<file path="config.mk">
export PLATFORM = sky130hd
export DESIGN_NAME = calc_sequencer_flat
export DESIGN_NICKNAME = d
export VERILOG_FILES = /design/src/rtl/calc_pkg.sv /design/src/rtl/calc_sequencer_if.sv /design/src/rtl/btn_sync_edge.sv /design/src/rtl/calc_sequencer.sv /design/src/flat_wrapper.sv
export SDC_FILE = /design/constraint.sdc
export NUM_CORES = 1
export LEC_CHECK = 0
export ABC_CLOCK_PERIOD_IN_PS = 2000
export CELL_PAD_IN_SITES_DETAIL_PLACEMENT = 2
export CELL_PAD_IN_SITES_GLOBAL_PLACEMENT = 2
export CORE_UTILIZATION = 31
export DETAILED_ROUTE_END_ITERATION = 10
export PLACE_DENSITY_LB_ADDON = 0.1
export SLEW_MARGIN = 20
export SYNTH_ARGS = -nofsm -noshare
export SYNTH_HDL_FRONTEND = slang
export SYNTH_HIERARCHICAL = 1
export SYNTH_SLANG_ARGS = --single-unit
export TNS_END_PERCENT = 20
</file>
<file path="constraint.sdc">
create_clock -name clk -period 2 [get_ports clk]
set_input_delay 0.3 -clock clk [delete_from_list [all_inputs] [get_ports clk]]
set_output_delay 0.3 -clock clk [all_outputs]
set_load 0.01 [all_outputs]
</file>
<file path="src/rtl/calc_pkg.sv">
// calc_pkg: shared state encodings, display codes and data width for the calculator control
package calc_pkg;
  localparam int DATA_W = 4;
  typedef enum logic [2:0] {
    IDLE   = 3'd0,
    GET_A  = 3'd1,
    GET_B  = 3'd2,
    GET_OP = 3'd3,
    EXEC   = 3'd4,
    SHOW   = 3'd5,
    ERR    = 3'd6
  } state_t;
  localparam logic [1:0] DISP_A   = 2'b00;
  localparam logic [1:0] DISP_B   = 2'b01;
  localparam logic [1:0] DISP_RES = 2'b10;
  localparam logic [1:0] DISP_ERR = 2'b11;
endpackage

</file>
<file path="src/rtl/calc_sequencer_if.sv">
// calc_sequencer_if: panel/ALU inputs and register strobes, display and debug outputs of the sequencer
//   master: panel/datapath side (drives enter, cancel, div_by_zero)
//   slave:  sequencer side (drives strobes, disp_sel, busy, error, state_o)
interface calc_sequencer_if;
  logic       enter;
  logic       cancel;
  logic       div_by_zero;
  logic       a_load;
  logic       b_load;
  logic       op_load;
  logic       res_load;
  logic       reg_clear;
  logic [1:0] disp_sel;
  logic       busy;
  logic       error;
  logic [2:0] state_o;
  modport master (
    output enter, cancel, div_by_zero,
    input  a_load, b_load, op_load, res_load, reg_clear, disp_sel, busy, error, state_o
  );
  modport slave (
    input  enter, cancel, div_by_zero,
    output a_load, b_load, op_load, res_load, reg_clear, disp_sel, busy, error, state_o
  );
endinterface

</file>
<file path="src/rtl/btn_sync_edge.sv">
// btn_sync_edge: 2-flop synchronizer plus rising-edge detector for a raw pushbutton level
//   clk, clear_n (async active-low), btn_in (asynchronous level), edge_out (one-cycle pulse per rise)
module btn_sync_edge (
  input  logic clk,
  input  logic clear_n,
  input  logic btn_in,
  output logic edge_out
);
  logic s1, s2, prev;
  always_ff @(posedge clk or negedge clear_n)
    if (!clear_n) begin
      s1   <= 1'b0;
      s2   <= 1'b0;
      prev <= 1'b0;
    end else begin
      s1   <= btn_in;
      s2   <= s1;
      prev <= s2;
    end
  assign edge_out = s2 & ~prev;
endmodule

</file>
<file path="src/rtl/calc_sequencer.sv">
// calc_sequencer: control FSM stepping operand A, operand B and opcode entry, ALU settle and result capture
//   clk, clear_n (async active-low), bus (calc_sequencer_if.slave: panel inputs, strobes, display, debug)
//   EXEC_CYCLES: ALU settle cycles spent in EXEC (1..15)
module calc_sequencer
  import calc_pkg::*;
#(
  parameter int EXEC_CYCLES = 1
) (
  input logic             clk,
  input logic             clear_n,
  calc_sequencer_if.slave bus
);
  localparam logic [DATA_W-1:0] CNT_INIT = DATA_W'(EXEC_CYCLES);
  state_t            state, nxt;
  logic [DATA_W-1:0] cnt;
  logic              enter_edge;
  logic              a_nx, b_nx, op_nx, res_nx, clr_nx;
  logic [1:0]        disp_nx;
  btn_sync_edge u_enter (
    .clk      (clk),
    .clear_n  (clear_n),
    .btn_in   (bus.enter),
    .edge_out (enter_edge)
  );
  // Outputs are registered from next-cycle values so they change together with state.
  // The counter reloads outside EXEC, so entering EXEC always starts at EXEC_CYCLES.
  always_ff @(posedge clk or negedge clear_n)
    if (!clear_n) begin
      state         <= IDLE;
      cnt           <= '0;
      bus.a_load    <= 1'b0;
      bus.b_load    <= 1'b0;
      bus.op_load   <= 1'b0;
      bus.res_load  <= 1'b0;
      bus.reg_clear <= 1'b0;
      bus.disp_sel  <= DISP_A;
      bus.busy      <= 1'b0;
      bus.error     <= 1'b0;
    end else begin
      state         <= nxt;
      cnt           <= (state == EXEC) ? cnt - 1'b1 : CNT_INIT;
      bus.a_load    <= a_nx;
      bus.b_load    <= b_nx;
      bus.op_load   <= op_nx;
      bus.res_load  <= res_nx;
      bus.reg_clear <= clr_nx;
      bus.disp_sel  <= disp_nx;
      bus.busy      <= nxt == EXEC;
      bus.error     <= nxt == ERR;
    end
  // cancel overrides everything except IDLE, which always falls through to GET_A.
  // Edges arriving in IDLE or EXEC are simply not looked at, so they are dropped.
  always_comb begin
    nxt = IDLE;
    if (state != IDLE && bus.cancel) nxt = IDLE;
    else
      case (state)
        IDLE:      nxt = GET_A;
        GET_A:     nxt = enter_edge ? GET_B : GET_A;
        GET_B:     nxt = enter_edge ? GET_OP : GET_B;
        GET_OP:    nxt = enter_edge ? EXEC : GET_OP;
        EXEC:      nxt = (cnt > 4'd1) ? EXEC : (bus.div_by_zero ? ERR : SHOW);
        SHOW, ERR: nxt = enter_edge ? IDLE : state;
        default:   nxt = IDLE;
      endcase
  end
  // Strobes are tied to specific transitions, which keeps them mutually exclusive.
  always_comb begin
    clr_nx  = state == IDLE;
    a_nx    = state == GET_A && nxt == GET_B;
    b_nx    = state == GET_B && nxt == GET_OP;
    op_nx   = state == GET_OP && nxt == EXEC;
    res_nx  = state == EXEC && nxt == SHOW;
    disp_nx = (nxt == SHOW) ? DISP_RES :
              (nxt == ERR) ? DISP_ERR :
              (nxt == GET_B || nxt == GET_OP || nxt == EXEC) ? DISP_B : DISP_A;
  end
  assign bus.state_o = state;
endmodule

</file>
<file path="src/flat_wrapper.sv">
// flat-port wrapper written by rule: the top's interface ports become plain ports
module calc_sequencer_flat import calc_pkg::*;
#(
  parameter int EXEC_CYCLES = 1
)
  (clk, clear_n, bus_enter, bus_cancel, bus_div_by_zero, bus_a_load, bus_b_load, bus_op_load, bus_res_load, bus_reg_clear, bus_disp_sel, bus_busy, bus_error, bus_state_o);
  calc_sequencer_if bus_i ();
  input logic clk;
  input logic clear_n;
  input wire logic [$bits(bus_i.enter)-1:0] bus_enter;
  input wire logic [$bits(bus_i.cancel)-1:0] bus_cancel;
  input wire logic [$bits(bus_i.div_by_zero)-1:0] bus_div_by_zero;
  output wire logic [$bits(bus_i.a_load)-1:0] bus_a_load;
  output wire logic [$bits(bus_i.b_load)-1:0] bus_b_load;
  output wire logic [$bits(bus_i.op_load)-1:0] bus_op_load;
  output wire logic [$bits(bus_i.res_load)-1:0] bus_res_load;
  output wire logic [$bits(bus_i.reg_clear)-1:0] bus_reg_clear;
  output wire logic [$bits(bus_i.disp_sel)-1:0] bus_disp_sel;
  output wire logic [$bits(bus_i.busy)-1:0] bus_busy;
  output wire logic [$bits(bus_i.error)-1:0] bus_error;
  output wire logic [$bits(bus_i.state_o)-1:0] bus_state_o;
  assign bus_i.enter = bus_enter;
  assign bus_i.cancel = bus_cancel;
  assign bus_i.div_by_zero = bus_div_by_zero;
  assign bus_a_load = bus_i.a_load;
  assign bus_b_load = bus_i.b_load;
  assign bus_op_load = bus_i.op_load;
  assign bus_res_load = bus_i.res_load;
  assign bus_reg_clear = bus_i.reg_clear;
  assign bus_disp_sel = bus_i.disp_sel;
  assign bus_busy = bus_i.busy;
  assign bus_error = bus_i.error;
  assign bus_state_o = bus_i.state_o;
  calc_sequencer #(.EXEC_CYCLES(EXEC_CYCLES)) u_core (.clk(clk), .clear_n(clear_n), .bus(bus_i));
endmodule
</file>
==> impl_metrics.tcl <==
set metrics [dict create \
    cts_tree "built" \
    yosysWarnings 6 \
    synth_fa_ha_area_frac 0.0287 \
    cts_resized 0 \
    dpl_cell_area_um2 1060 \
    drv_slew 0 \
    hold_path.class "primary input to asynchronous set/reset pin" \
    cpPeakStageDelay_ps 630 \
    final_cells 130 \
    crit_arrival_ps 1560 \
    start_util 0.340 \
    start_kind "flip-flop" \
    clock_latency_ps 300 \
    die_h_um 55.0 \
    p_switching_w 0.000407 \
    cp_num_cells 1 \
    fin_area_um2 1090 \
    fin_tns_setup_ps 0 \
    overflow 0 \
    vias 669 \
    critPathMaxFanout 14 \
    end_kind "output port" \
    netlist.top_cell.by_area "dfrtp_1" \
    grt_start_max_net_pins 20 \
    portBuffers 16 \
    fin_nets 108 \
    cts-root-buf "clkbuf_4" \
    cts-buffers-inserted 3 \
    first_pass_iters 2 \
    via_per_inst 5.15 \
    maxCapViolCount 0 \
    crit_chain "clkdlybuf4s50_1" \
    antenna_found_initial 0 \
    crit_type "flip-flop to output port" \
    clkSinkCount 19 \
    syn_nets 90 \
    ys.flop_type "dfrtp_1" \
    worstPathBufferInverterCount 1 \
    ios 17 \
    rr_worst_depth 6 \
    cts.clk_slew.worst_paths_ps 110 \
    synth_seq_area_share 0.545 \
    ys_top_cells_by_count "dfrtp_1 (19), nor2_1 (12), buf_2 (6)" \
    pwr-share-clk 0.175 \
    placed_cells 126 \
    drive_gt1_frac 0.120 \
    synthSimpleGateAreaFrac 0.199 \
    drt_wl_total_mm 2.07 \
    grt.total_usage 0.159 \
    ys_seq_elements 19 \
    antenna_cells 0 \
    min_period_ps 1860 \
    grt_pass1_vias 671 \
    synth_mux_area_frac 0 \
    setup_viol 0 \
    syn_to_final_growth_pct 25.0 \
    postCtsHoldBufs 0 \
    seqPwrFrac 0.457 \
    relSlewSlack 0.691 \
    synth.avg_cell_area_um2 10.5 \
    comb_power_share 0.367 \
    grt_setup_unrepaired "no" \
    netlist_area_um2 872 \
    cpMaxStageDelayCell "dfrtp_1" \
    synth_compound_area_frac 0.131 \
    critPathTopFamily "flip-flops" \
    rows 18 \
    status "completed" \
    finalCritPeriodShare 0.928 \
    final_antenna_net_count 0 \
    worstPathRequired_ps 1700 \
    peakVddDrop_v 0.000556 \
    clockBufferDepth 2 \
    synthesis.instances 83 \
    p_sw_frac 0.360 \
    synth-xor-area-share 0.0402 \
    routedWlPerCell_um 15.9 \
    grt_first_pass_wirelength_mm 3.34 \
    cts_setup_buffers 0 \
    die_w_um 55.0 \
    p_leak_nw 0.458 \
    yosysMostFrequentCell "dfrtp_1" \
    dp_hpwl_mm 1.55 \
    synth_async_sr_flop_share 1.00 \
    fin_skew_ps 2.82 \
    synth_top_family_by_area "simple AND/OR/NAND/NOR gates" \
    synth_edf_count 0 \
    die_area_um2 3030 \
    fillers 288 \
    hold_viol 0 \
    synth_top_area_frac 0.545 \
    max_freq_ghz 0.539 \
    ys_top_cells_by_area "dfrtp_1 (55%), nor2_1 (5.2%), buf_2 (3.4%)" \
    tightest_slew_ps 463 \
    fin_util 0.424 \
    core_um2 2570 \
    drc_errors 0 \
    p_per_area_nw_per_um2 1040 \
    drt-initial-drc-count 3 \
    gp_congestion 0.684 \
    p_int_w 0.000722 \
    ys_types 34 \
    htree_num_levels 1 \
]
[power by group through the flow]
| stage | Clock, W | Combinational, W | Sequential, W |
|---|---|---|---|
| 6_report | 0.000198 | 0.000414 | 0.000516 |
| 5_1_grt | 0.000220 | 0.000459 | 0.000528 |
| 4_1_cts | 0.000203 | 0.000417 | 0.000517 |
| 3_5_place_dp | 0 | 0.000413 | 0.000525 |
| 3_3_place_gp | 0 | 0.000400 | 0.000522 |
| 2_1_floorplan | 0 | 0.000279 | 0.000486 |
[flip-flops by register name (all words and copies together) (netlist names)]
register and flops:
u_core/bus.state_o 3, u_core/bus.res_load 1, u_core/u_enter/s1 1, u_core/bus.busy 1, u_core/bus.op_load 1, u_core/u_enter/prev 1, u_core/cnt 4, u_core/bus.error 1
u_core/bus.disp_sel 2, u_core/bus.a_load 1, u_core/bus.reg_clear 1, u_core/bus.b_load 1, u_core/u_enter/s2 1
[layer usage]
| metal | vias to the layer above | GRT usage | share of wire |
|---|---|---|---|
| met5 | - | 0 | 0 |
| met4 | 0 | 0.0625 | 0.0082 |
| met3 | 2 | 0.0246 | 0.030 |
| met2 | 12 | 0.251 | 0.48 |
| met1 | 339 | 0.217 | 0.48 |
| li1 | 316 | - | - |
[placed cells by master, fill, tap and decap left out, types with 2 or more instances in the layout]
master,n
a21oi_1,5
buf_4,3
clkbuf_4,3
clkdlybuf4s50_1,16
dfrtp_1,19
ha_1,2
inv_1,4
nand3b_1,2
nor2_1,12
nor3_1,2
nor3b_1,2
o21ai_1,2
o22ai_1,2
xnor2_1,3
[area by class of cell]
cell class                 count  area (um2)  share of cell area
clock inverter                 1        5.00             0.00459
timing repair buffer          19         183               0.168
sequential                    19         475               0.436
clock buffer                   3        22.5              0.0207
inverter                       5        18.8              0.0172
tap                           30        37.5              0.0344
multi-input combinational     53         348               0.319
[metrics by stage]
stage / hold WS (ps) / total power [W] / setup slack (ps)
global route: 337 / 0.00121 / 23.8
floorplan: 4.41 / 0.000765 / 542
detailed placement: 342 / 0.000938 / 292
CTS: 329 / 0.00114 / 98.0
finish: 324 / 0.00113 / 145
global placement: 339 / 0.000922 / 314
[final timing paths]
path	startpoint	endpoint	slack, ps
max	u_core/bus.state_o[2]	bus_state_o[2]	140
min	clear_n	u_core/u_enter/s2	320
max reg2reg	u_core/cnt[0]	u_core/bus.busy	300
min reg2reg	u_core/u_enter/s1	u_core/u_enter/s2	360
max in group asynchronous	clear_n	u_core/bus.a_load	1470
min in group clk	u_core/u_enter/s1	u_core/u_enter/s2	360
[cell families (layout without fill, tap and decap cells)]
| group | Yosys count | count (layout) |
|---|---|---|
| flops | 19 | 19 |
| simple gates | 30 | 30 |
| compound gates | 17 | 17 |
| buf+inv | 11 | 28 |
| fa+ha+maj | 2 | 2 |
| xor+xnor | 4 | 4 |
No activity file was read; power rests on OpenSTA's default activity.
